**config.mk**
```make
export PLATFORM = sky130hd
export DESIGN_NAME = arb_req_frontend
export DESIGN_NICKNAME = d
export VERILOG_FILES = /design/src/rtl/arb_req_frontend.sv
export SDC_FILE = /design/constraint.sdc
export NUM_CORES = 1
export LEC_CHECK = 0
export CAP_MARGIN = 20
export CORE_MARGIN = 5
export CORE_UTILIZATION = 59
export CTS_CLUSTER_SIZE = 16
export DETAILED_ROUTE_END_ITERATION = 10
export DONT_BUFFER_PORTS = 1
export PLACE_DENSITY = 0.74
export SLEW_MARGIN = 40
export SYNTH_ARGS = -nofsm -noshare
export SYNTH_HDL_FRONTEND = slang
export SYNTH_SLANG_ARGS = --single-unit
```
**constraint.sdc**
```tcl
create_clock -name clk -period 3.9 [get_ports clk]
set_clock_uncertainty 0.1 [all_clocks]
set_input_delay 0.195 -clock clk [delete_from_list [all_inputs] [get_ports clk]]
set_output_delay 0.195 -clock clk [all_outputs]
set_load 0.005 [all_outputs]
```
**src/rtl/arb_req_frontend.sv**
```systemverilog
// arb_req_frontend: request conditioning in front of a three-client
// round-robin arbiter. Client request pulses are queued per client as
// saturating pending counts. A level request is held towards the arbiter
// while work is outstanding, and each grant cycle retires one request.
// Sticky flags report overflow, spurious grants and (optionally) starvation.
// Optional feature macro: ARB_REQ_TIMEOUT_EN builds the per-client
// starvation timers and the stall flags. Without it, stall is tied to zero.
module arb_req_frontend #(
  parameter int CNT_W = 4,
  parameter int TMO_W = 8
) (
  input  logic             clk,
  input  logic             rstn,
  input  logic             in_req1,
  input  logic             in_req2,
  input  logic             in_req3,
  output logic             in_rdy1,
  output logic             in_rdy2,
  output logic             in_rdy3,
  input  logic             a1,
  input  logic             a2,
  input  logic             a3,
  output logic             r1,
  output logic             r2,
  output logic             r3,
  output logic [CNT_W-1:0] pend1,
  output logic [CNT_W-1:0] pend2,
  output logic [CNT_W-1:0] pend3,
  output logic [2:0]       ovf,
  output logic [2:0]       gerr,
  input  logic             flag_clr,
  output logic [2:0]       stall
);

  localparam logic [CNT_W-1:0] PEND_MAX  = {CNT_W{1'b1}};
  localparam logic [CNT_W-1:0] PEND_ZERO = {CNT_W{1'b0}};
  localparam logic [CNT_W-1:0] PEND_ONE  = {{(CNT_W-1){1'b0}}, 1'b1};

  logic [2:0]       w_req;
  logic [2:0]       w_gnt;
  logic [2:0]       w_zero;
  logic [2:0]       w_full;
  logic [2:0]       w_dec;
  logic [2:0]       w_ovf_set;
  logic [2:0]       w_gerr_set;
  logic [CNT_W-1:0] w_pend_nxt [3];
  logic [CNT_W-1:0] r_pend     [3];
  logic [2:0]       r_ovf;
  logic [2:0]       r_gerr;

  assign w_req = {in_req3, in_req2, in_req1};
  assign w_gnt = {a3, a2, a1};

  // Per-client next pending count and flag-set conditions.
  always_comb begin
    w_zero     = 3'b000;
    w_full     = 3'b000;
    w_dec      = 3'b000;
    w_ovf_set  = 3'b000;
    w_gerr_set = 3'b000;
    for (int i = 0; i < 3; i++) begin
      w_pend_nxt[i] = r_pend[i];
      w_zero[i]     = (r_pend[i] == PEND_ZERO);
      w_full[i]     = (r_pend[i] == PEND_MAX);
      // A grant only retires work when something is pending.
      w_dec[i]      = w_gnt[i] & ~w_zero[i];
      w_gerr_set[i] = w_gnt[i] & w_zero[i];
      case ({w_req[i], w_dec[i]})
        2'b10: begin
          if (w_full[i]) begin
            // Full and nothing retiring: drop the request.
            w_ovf_set[i] = 1'b1;
          end else begin
            w_pend_nxt[i] = r_pend[i] + PEND_ONE;
          end
        end
        2'b01:   w_pend_nxt[i] = r_pend[i] - PEND_ONE;
        default: w_pend_nxt[i] = r_pend[i];
      endcase
    end
  end

  // Pending counters and sticky flags; a set beats a same-cycle clear.
  always_ff @(posedge clk or negedge rstn) begin
    if (!rstn) begin
      for (int i = 0; i < 3; i++) begin
        r_pend[i] <= PEND_ZERO;
      end
      r_ovf  <= 3'b000;
      r_gerr <= 3'b000;
    end else begin
      for (int i = 0; i < 3; i++) begin
        r_pend[i] <= w_pend_nxt[i];
      end
      r_ovf  <= (flag_clr ? 3'b000 : r_ovf)  | w_ovf_set;
      r_gerr <= (flag_clr ? 3'b000 : r_gerr) | w_gerr_set;
    end
  end

`ifdef ARB_REQ_TIMEOUT_EN
  localparam logic [TMO_W-1:0] TMR_MAX  = {TMO_W{1'b1}};
  localparam logic [TMO_W-1:0] TMR_ZERO = {TMO_W{1'b0}};
  localparam logic [TMO_W-1:0] TMR_ONE  = {{(TMO_W-1){1'b0}}, 1'b1};

  logic [TMO_W-1:0] w_tmr_nxt [3];
  logic [TMO_W-1:0] r_tmr     [3];
  logic [2:0]       w_stall_set;
  logic [2:0]       r_stall;

  // Starvation timers: count cycles pending without a grant, saturating.
  always_comb begin
    w_stall_set = 3'b000;
    for (int i = 0; i < 3; i++) begin
      if (w_gnt[i] || w_zero[i]) begin
        w_tmr_nxt[i] = TMR_ZERO;
      end else if (r_tmr[i] != TMR_MAX) begin
        w_tmr_nxt[i] = r_tmr[i] + TMR_ONE;
      end else begin
        w_tmr_nxt[i] = r_tmr[i];
      end
      w_stall_set[i] = (w_tmr_nxt[i] == TMR_MAX);
    end
  end

  // Timer registers and sticky stall flags.
  always_ff @(posedge clk or negedge rstn) begin
    if (!rstn) begin
      for (int i = 0; i < 3; i++) begin
        r_tmr[i] <= TMR_ZERO;
      end
      r_stall <= 3'b000;
    end else begin
      for (int i = 0; i < 3; i++) begin
        r_tmr[i] <= w_tmr_nxt[i];
      end
      r_stall <= (flag_clr ? 3'b000 : r_stall) | w_stall_set;
    end
  end

  assign stall = r_stall;
`else
  assign stall = 3'b000;
`endif

  // Outputs decode registered state only; there is no path from in_req or a.
  assign pend1   = r_pend[0];
  assign pend2   = r_pend[1];
  assign pend3   = r_pend[2];
  assign r1      = (r_pend[0] != PEND_ZERO);
  assign r2      = (r_pend[1] != PEND_ZERO);
  assign r3      = (r_pend[2] != PEND_ZERO);
  assign in_rdy1 = (r_pend[0] != PEND_MAX);
  assign in_rdy2 = (r_pend[1] != PEND_MAX);
  assign in_rdy3 = (r_pend[2] != PEND_MAX);
  assign ovf     = r_ovf;
  assign gerr    = r_gerr;

endmodule

```
==> results.py, run 1 <==
metrics = {
    "routing": {
        "num_vias": 908,
        "drtIter0Drc": 17,
        "wl_per_cell_microns": 15.3,
        "drt_first_pass_iters": 4,
        "drc": 0,
        "finalWirelength_microns": 2380,
        "ant_nets": 0,
        "via_per_inst": 5.86,
    },
    "cells_and_area": {
        "fin_nets": 141,
        "antenna_cells": 0,
        "n_fill_cell": 165,
        "layout_commonest_cell": "dfrtp_1",
        "regArea_sq_um": 450,
        "multi_input_area_sq_um": 604,
        "syn_to_final_growth_pct": 8.72,
        "final_cell_mix": "dfrtp_1 (18), nand2_1 (12), inv_1 (10), nor2_1 (9)",
        "layout-drive-gt1-share": 0.125,
    },
    "synth": {
        "synthCells": 122,
        "synth_area_sq_um": 1150,
        "synth_seq_area_share": 0.393,
        "ys_warn_count": 0,
        "ys_ff_latch": 18,
        "syn_avg_cell_area_sq_um": 9.40,
        "synth.distinct_cells": 26,
    },
    "sta": {
        "max_freq_ghz": 0.369,
        "worst_slack_ps": 1190,
        "min_period_ps": 2710,
        "rsz0062_at_grt": "false",
        "setup_tns_ps": 0,
        "setup_violations": 0,
        "period_share": 0.695,
        "slew_viol_final": 0,
        "hold_viol": 0,
    },
    "global_routing": {
        "met2_usage": 0.308,
        "busiest_layer": "met2",
        "grt_start_max_net_pins": 19,
        "grt_pass1_wl_microns": 4040,
        "met1_usage": 0.244,
        "grt_pass1_vias": 851,
        "overflow": 0,
        "grt_use_met3": 0.0609,
        "grtUsageTotal": 0.194,
        "antenna_found_initial": 0,
    },
    "status": {
        "run_status": "complete, no violations",
    },
    "setup_path": {
        "critPathKind": "reg2reg",
        "critPathSlowestCell": "or4_1",
        "crit_buf_inv": 0,
        "max_stage_delay_ps": 530,
        "path_delay_family": "simple AND/OR/NAND/NOR gates",
        "critPathMostFrequentCell": "xor2_1",
        "cp_data_required_time_ps": 4020,
        "crit_path_end_kind": "flop",
        "start_kind": "flop",
        "crit_chain": "nor4_2 -> nor2_1 -> xor2_1 -> ha_1 -> or4_1 -> a2111oi_2 -> xor2_1",
        "critPathMaxFanout": 7,
        "worst_ep_arrival_time_ps": 2830,
    },
    "hold_path": {
        "hp-class": "in2reg",
    },
    "placement": {
        "gp_congestion": 0.764,
        "port_buffers": 0,
        "pre_cts_slack_ps": 1200,
        "hpwl_microns": 1770,
    },
    "flow_run": {
        "cap_viol_max_count": 0,
    },
    "clock_tree": {
        "clock_tree.root_cell": "clkbuf_4",
        "postCtsResizedCells": 0,
        "post-cts-setup-buffer-count": 0,
        "clock_sinks": 18,
        "cts.htree.levels": 1,
        "clock_latency_ps": 290,
        "clock_path_buffers": 2,
        "cts_buffers": 3,
        "path_clk_slew_ps": 100,
        "cts_tree": "yes",
    },
    "floorplanning": {
        "start_util": 0.603,
        "ioPinCount": 36,
        "dieArea_sq_um": 2930,
        "die_h_microns": 54.1,
        "die_w_microns": 54.1,
        "rows": 16,
        "core_sq_um": 1900,
    },
    "power": {
        "ir_worst_vdd_mv": 0.438,
        "power.leakage_nw": 0.490,
        "p_per_area_nw_per_um2": 645,
    },
}
[final cells by class]
type / count / share of cell area
Clock buffer: 4 / 0.0291
Inverter: 10 / 0.0301
Multi-Input combinational cell: 87 / 0.484
Sequential cell: 18 / 0.361
Tap cell: 27 / 0.0271
Timing Repair Buffer: 9 / 0.0682
[timing repair]
action / in CTS / in global routing
endpoints found under the hold margin: 24 / 18
endpoints found under the setup margin: 0 / 0
hold buffers: 8 / 1
[layer usage]
metal / vias up / share of wire
li1: 439 / -
met1: 424 / 0.39
met2: 40 / 0.49
met3: 5 / 0.098
met4: 0 / 0.014
met5: - / 0
[worst paths after layout]
check | startpoint | end | slack, ps | cells past startpoint
setup / recovery | pend2[0] | pend2[2] | 1190 | 7
hold / removal | a2 | ovf[1] | 20 | 2
setup reg to reg | pend2[0] | pend2[2] | 1190 | 7
hold reg to reg | ovf[2] | ovf[2] | 460 | 2
max in group asynchronous | rstn | pend2[1] | 3180 | 2
min in group asynchronous | rstn | pend1[3] | 250 | 2
[cell families after synthesis]
| group | Yosys count | synth area share |
|---|---|---|
| other | 1 | 0.00327 |
| flip-flops | 18 | 0.393 |
| XOR/XNOR | 9 | 0.0687 |
| multiplexers | 3 | 0.0294 |
| adder cells (fa/ha/maj) | 3 | 0.0327 |
| buffers and inverters | 19 | 0.0872 |
| AO/OA/AOI/OAI | 24 | 0.145 |
| AND/OR/NAND/NOR | 45 | 0.241 |
[Yosys cell counts]
master | instances | share of area
dfrtp_1 | 18 | 0.39
a2111oi_2 | 3 | 0.039
nor3_1 | 6 | 0.026
nand2b_1 | 6 | 0.033
or4_4 | 2 | 0.020
o31ai_1 | 3 | 0.020
mux2_2 | 3 | 0.029
ha_1 | 3 | 0.033
a21oi_1 | 4 | 0.017
xnor2_1 | 1 | 0.0076
o21ai_0 | 6 | 0.026
inv_1 | 10 | 0.033
nor4_4 | 2 | 0.037
o22ai_1 | 3 | 0.016
buf_4 | 7 | 0.046
conb_1 | 1 | 0.0033
xor2_1 | 8 | 0.061
a21boi_0 | 2 | 0.013
nor4_2 | 1 | 0.011
nand2_1 | 12 | 0.039
nor2_1 | 9 | 0.029
o21ai_1 | 3 | 0.013
nand4_1 | 3 | 0.016
or4_1 | 1 | 0.0065
buf_2 | 2 | 0.0087
nand4b_1 | 3 | 0.023
[registers in the layout (all words and copies together) (netlist names)]
signal and count:
pend1 4, pend2 4, pend3 4, gerr 3, ovf 3
[stage by stage]
stage               total power (W)  cell area (sq um)  hold WS (ps)  cells   util
floorplan                  0.000651               1150          -201    124      -
global placement           0.000665               1130          -200    142  0.592
detailed placement         0.000687               1130          -200    142  0.592
CTS                        0.000812               1240          10.9    154  0.653
global route               0.000882               1250          48.0    155  0.656
finish                     0.000804               1250          24.9    155  0.656
[power by group]
| group | switching (W) | internal, W |
|---|---|---|
| clock network | 0.0000557 | 0.0000568 |
| registers | 0.000174 | 0.000255 |
| logic | 0.000123 | 0.000140 |
| total | 0.000353 | 0.000451 |
Power figures use the tool's default switching activity.
==> run 2: changes to the inputs <==
ABC_AREA = 1   (was not set)
CORE_UTILIZATION = 56   (was 59)
PLACE_DENSITY = 0.73   (was 0.74)
clock period = 2.45 ns   (was 3.9 ns; I/O delays follow)
==> results.py, run 2 <==
metrics = {
    "cells_and_area": {
        "fin_nets": 194,
        "antenna_cells": 0,
        "layout_commonest_cell": "nand2_1",
        "syn_to_final_growth_pct": 13.0,
        "final_cell_mix": "nand2_1 (42), inv_1 (30), dfrtp_1 (18), nand3_1 (14), dlygate4sd3_1 (10)",
        "final_core_util": 0.646,
        "layout-drive-gt1-share": 0.116,
    },
    "global_routing": {
        "antenna_found_initial": 0,
        "overflow": 0,
        "grt_pass1_vias": 1095,
        "grt_start_max_net_pins": 19,
        "grtUsageTotal": 0.181,
        "grt_pass1_wl_microns": 4730,
    },
    "synth": {
        "yosysTopAreaCell": "dfrtp_1",
        "ys_ff_latch": 18,
        "muxShareOfSynthArea": 0,
        "synth_fa_ha_area_frac": 0.0302,
        "synth_seq_area_share": 0.363,
        "synthTopCellsByCount": "nand2_1 (42), inv_1 (30), dfrtp_1 (18)",
        "synthSimpleGateAreaFrac": 0.369,
        "syn_avg_cell_area_sq_um": 7.43,
        "synth_top_family_by_area": "simple AND/OR/NAND/NOR gates",
        "yosysMostFrequentCell": "nand2_1",
        "synth_top_cell_area_share": 0.363,
        "ys_warn_count": 0,
        "synthXorXnorAreaFrac": 0.0565,
        "synthTopCellsByArea": "dfrtp_1 (36%), nand2_1 (13%), inv_1 (9.1%)",
        "synth_edf_count": 0,
        "synth-compound-area-share": 0.0696,
        "synthArstFlopShare": 1.00,
        "synthCells": 167,
        "synth.distinct_cells": 22,
        "synth_area_sq_um": 1240,
        "synth_flop_cell": "dfrtp_1",
    },
    "setup_path": {
        "critPathKind": "reg2reg",
        "cp_data_required_time_ps": 2580,
        "start_kind": "flop",
        "worst_ep_arrival_time_ps": 1990,
        "crit_path_end_kind": "flop",
        "critPathMaxFanout": 7,
    },
    "floorplanning": {
        "rows": 17,
        "start_util": 0.572,
        "core_sq_um": 2170,
        "dieArea_sq_um": 3260,
        "die_w_microns": 57.1,
        "ioPinCount": 36,
        "die_h_microns": 57.1,
    },
    "routing": {
        "drt_first_pass_iters": 4,
        "via_per_inst": 5.32,
        "num_vias": 1112,
        "drc": 0,
        "wl_per_cell_microns": 12.8,
        "ant_nets": 0,
        "finalWirelength_microns": 2670,
        "drtIter0Drc": 46,
    },
    "sta": {
        "slew_viol_final": 0,
        "hold_viol": 0,
        "rsz0062_at_grt": "false",
        "setup_tns_ps": 0,
        "min_period_ps": 1870,
        "hold_ws_ps": 8.59,
        "setup_violations": 0,
        "worst_slack_ps": 584,
        "period_share": 0.761,
        "max_freq_ghz": 0.536,
    },
    "hold_path": {
        "hp-class": "in2reg",
    },
    "power": {
        "ir_worst_vdd_mv": 0.762,
        "p_seq_frac": 0.415,
        "power.leakage_nw": 0.767,
        "clockPowerShare": 0.115,
        "p_total_w": 0.00155,
        "p_int_w": 0.000803,
        "p_switching_w": 0.000749,
        "power_frac_comb": 0.470,
        "p_per_area_nw_per_um2": 1110,
        "p_sw_frac": 0.483,
    },
    "status": {
        "run_status": "complete, no violations",
    },
    "clock_tree": {
        "clock_tree.root_cell": "clkbuf_4",
        "clock_path_buffers": 2,
        "cts_buffers": 3,
        "clock_sinks": 18,
        "cts.htree.levels": 1,
        "clock_latency_ps": 290,
        "path_clk_slew_ps": 110,
        "cts_tree": "yes",
    },
    "placement": {
        "port_buffers": 0,
        "pre_cts_slack_ps": 590,
        "gp_congestion": 0.887,
        "hpwl_microns": 2030,
    },
    "flow_run": {
        "cap_viol_max_count": 0,
    },
}
## run 2: cell count changes in the layout (fill, tap and decap cells not counted), sizes merged, moves of 6 or more
cell | previous run | this run
nor3 | 6 | 0
nand3 | 0 | 17
nand4 | 3 | 9
inv | 10 | 30
nand2 | 12 | 46
nand2b | 6 | 0
nor2 | 9 | 16
## run 2: path summary, 6_finish.rpt
path,endpoint,slack (ps),startpoint,depth (start not counted)
worst min-delay path,pend3[3],9,a3,3
max in group asynchronous,pend1[0],1780,rstn,2
min in group asynchronous,pend2[0],180,rstn,2
worst max register to register,pend3[2],580,pend3[0],11
worst max-delay path,pend3[2],580,pend3[0],11
worst min register to register,gerr[0],460,gerr[0],2
## run 2: per-stage QoR
| stage | instances | instance area, sq um |
|---|---|---|
| 2_1_floorplan | 169 | 1250 |
| 3_3_place_gp | 194 | 1260 |
| 3_5_place_dp | 194 | 1260 |
| 4_1_cts | 208 | 1400 |
| 5_1_grt | 209 | 1400 |
| 6_report | 209 | 1400 |
## run 2: layout make-up
cell class	count	area, sq um
Clock buffer	4	36.3
Sequential cell	18	450
Tap cell	28	35.0
Inverter	30	113
Fill cell	199	767
Multi-Input combinational cell	118	663
Timing Repair Buffer	11	105
## run 2: critical path: stages, from the launching register on
cell and delay [ps]:
dfrtp_1 500, nor2_2 210, nand2_4 90, nand3_2 120, nand2_1 90, nand2_1 70
inv_1 60, ha_1 180, inv_1 50, nand2_1 60, xor2_1 160, a21oi_1 120
## run 2: per-layer routing
metal | wire (microns) | vias up | GRT usage
met5 | 0 | - | 0
li1 | - | 554 | -
met2 | 1360 | 25 | 0.318
met3 | 194 | 4 | 0.0656
met1 | 1080 | 529 | 0.205
met4 | 29 | 0 | 0.0530
## run 2: power groups by stage
stage               logic [W]  clock network (W)  registers, W
global route         0.000861           0.000202      0.000668
finish               0.000730           0.000179      0.000644
global placement     0.000672                  0      0.000640
detailed placement   0.000704                  0      0.000648
CTS                  0.000732           0.000184      0.000643
floorplan            0.000605                  0      0.000588
## run 2: cell families after synthesis
family          count (synthesis)
compound gates                 15
other cells                     1
simple gates                   89
xor+xnor                        8
fa+ha+maj                       3
flops                          18
buf+inv                        33
## run 2: what timing repair did
| item | in CTS | in global routing |
|---|---|---|
| resized for setup | 0 | 0 |
| hold buffers | 10 | 1 |
| buffers inserted | 0 | 0 |
| endpoints found under the hold margin | 26 | 18 |
==> run 3: changes to the inputs <==
CORE_UTILIZATION = 59   (was 56)
PLACE_DENSITY = 0.74   (was 0.73)
clock period = 1.89 ns   (was 2.45 ns; I/O delays follow)
==> results.py, run 3 (synthesis gave the netlist of run 2 again) <==
metrics = {
    "setup_path": {
        "max_stage_delay_ps": 470,
        "worst_ep_arrival_time_ps": 1880,
        "critPathSlowestCell": "dfrtp_2",
        "start_kind": "flop",
        "critPathKind": "reg2reg",
        "critPathMaxFanout": 5,
        "critPathMostFrequentCell": "nand2_1",
        "crit_chain": "nor2_4 -> nand2_4 -> nand3_4 -> nand2_1 -> nand2_1 -> inv_1 -> ha_1 -> or2_4 -> nor2_2 -> nor2_1 -> a21oi_1",
        "crit_path_end_kind": "flop",
        "cp_data_required_time_ps": 2020,
    },
    "global_routing": {
        "antenna_found_initial": 0,
        "grt_pass1_vias": 1167,
        "grt_start_max_net_pins": 19,
        "grtUsageTotal": 0.205,
        "overflow": 0,
        "grt_pass1_wl_microns": 5180,
    },
    "clock_tree": {
        "cts.htree.levels": 1,
        "clock_path_buffers": 2,
        "clock_sinks": 18,
        "path_clk_slew_ps": 110,
        "cts_tree": "yes",
        "clock_latency_ps": 290,
        "cts_buffers": 3,
        "post-cts-setup-buffer-count": 0,
        "clock_tree.root_cell": "clkbuf_4",
    },
    "routing": {
        "num_vias": 1142,
        "finalWirelength_microns": 2920,
        "drc": 0,
        "via_per_inst": 5.24,
        "drtIter0Drc": 33,
        "drt_first_pass_iters": 4,
        "ant_nets": 0,
        "wl_per_cell_microns": 13.4,
    },
    "sta": {
        "hold_viol": 0,
        "setup_violations": 0,
        "worst_slack_ps": 131,
        "slew_viol_final": 0,
        "setup_tns_ps": 0,
        "min_period_ps": 1760,
        "period_share": 0.931,
        "rsz0062_at_grt": "true",
        "max_freq_ghz": 0.569,
    },
    "placement": {
        "hpwl_microns": 2180,
        "pre_cts_slack_ps": 115,
        "gp_congestion": 0.830,
        "port_buffers": 0,
    },
    "hold_path": {
        "hp-class": "in2reg",
    },
    "cells_and_area": {
        "layout-drive-gt1-share": 0.173,
        "final_core_util": 0.758,
        "layout_commonest_cell": "nand2_1",
        "regArea_sq_um": 454,
        "multi_input_area_sq_um": 683,
        "n_fill_cell": 157,
        "syn_to_final_growth_pct": 21.1,
        "fin_nets": 204,
        "final_cell_mix": "nand2_1 (42), inv_1 (30), dfrtp_1 (15), nand3_1 (14), dlygate4sd3_1 (11)",
        "antenna_cells": 0,
    },
    "power": {
        "power.leakage_nw": 0.813,
        "p_per_area_nw_per_um2": 1490,
        "ir_worst_vdd_mv": 0.877,
    },
    "status": {
        "run_status": "complete, no violations",
    },
    "floorplanning": {
        "rows": 16,
        "ioPinCount": 36,
        "core_sq_um": 1980,
        "die_w_microns": 55.9,
        "start_util": 0.626,
        "dieArea_sq_um": 3120,
        "die_h_microns": 55.9,
    },
    "flow_run": {
        "cap_viol_max_count": 0,
    },
}
run 3: worst paths after layout:
kind / from / to / slack, ps / cells past startpoint
max: pend1[1] / pend1[2] / 130 / 11
min: a2 / pend2[3] / 20 / 4
max reg2reg: pend1[1] / pend1[2] / 130 / 11
min reg2reg: ovf[2] / ovf[2] / 460 / 2
max in group asynchronous: rstn / pend1[1] / 1190 / 2
min in group asynchronous: rstn / gerr[1] / 200 / 2
run 3: layout make-up:
type	count	area share
timing repair buffer	21	0.122
clock buffer	4	0.0241
inverter	30	0.0749
multi-input combinational	118	0.455
tap	27	0.0225
sequential	18	0.302
run 3: where the power goes:
| group | switching, W | internal (W) | total [W] |
|---|---|---|---|
| clock network | 0.000122 | 0.000117 | 0.000239 |
| logic | 0.000742 | 0.000529 | 0.00127 |
| registers | 0.000177 | 0.000547 | 0.000724 |
| total | 0.00104 | 0.00119 | 0.00223 |
run 3: through the flow:
stage               hold slack, ps  instances  instance area, sq um  power (W)
CTS                           18.8        217                  1470    0.00217
global route                  36.5        218                  1500    0.00247
detailed placement            -301        202                  1330    0.00189
finish                        22.5        218                  1500    0.00223
floorplan                     -301        169                  1250    0.00155
global placement              -301        202                  1330    0.00184
run 3: timing repair:
action | CTS | global route
hold buffers | 11 | 1
gates resized for setup | 0 | 7
setup endpoints to repair | 0 | 3
hold endpoints to repair | 26 | 18
run 3: metal layers:
layer,track usage,share of wire,vias up
met5,0,0,-
met4,0.0814,0.014,0
met3,0.0650,0.071,4
met2,0.355,0.50,34
met1,0.232,0.42,529
li1,-,-,575
run 3: critical path: cells and delay by family, from the launching register on:
kind            cells  cell delay, ps
compound gates      1             110
simple gates        8             800
buf+inv             1              50
fa+ha+maj           1             170
flops               1             470
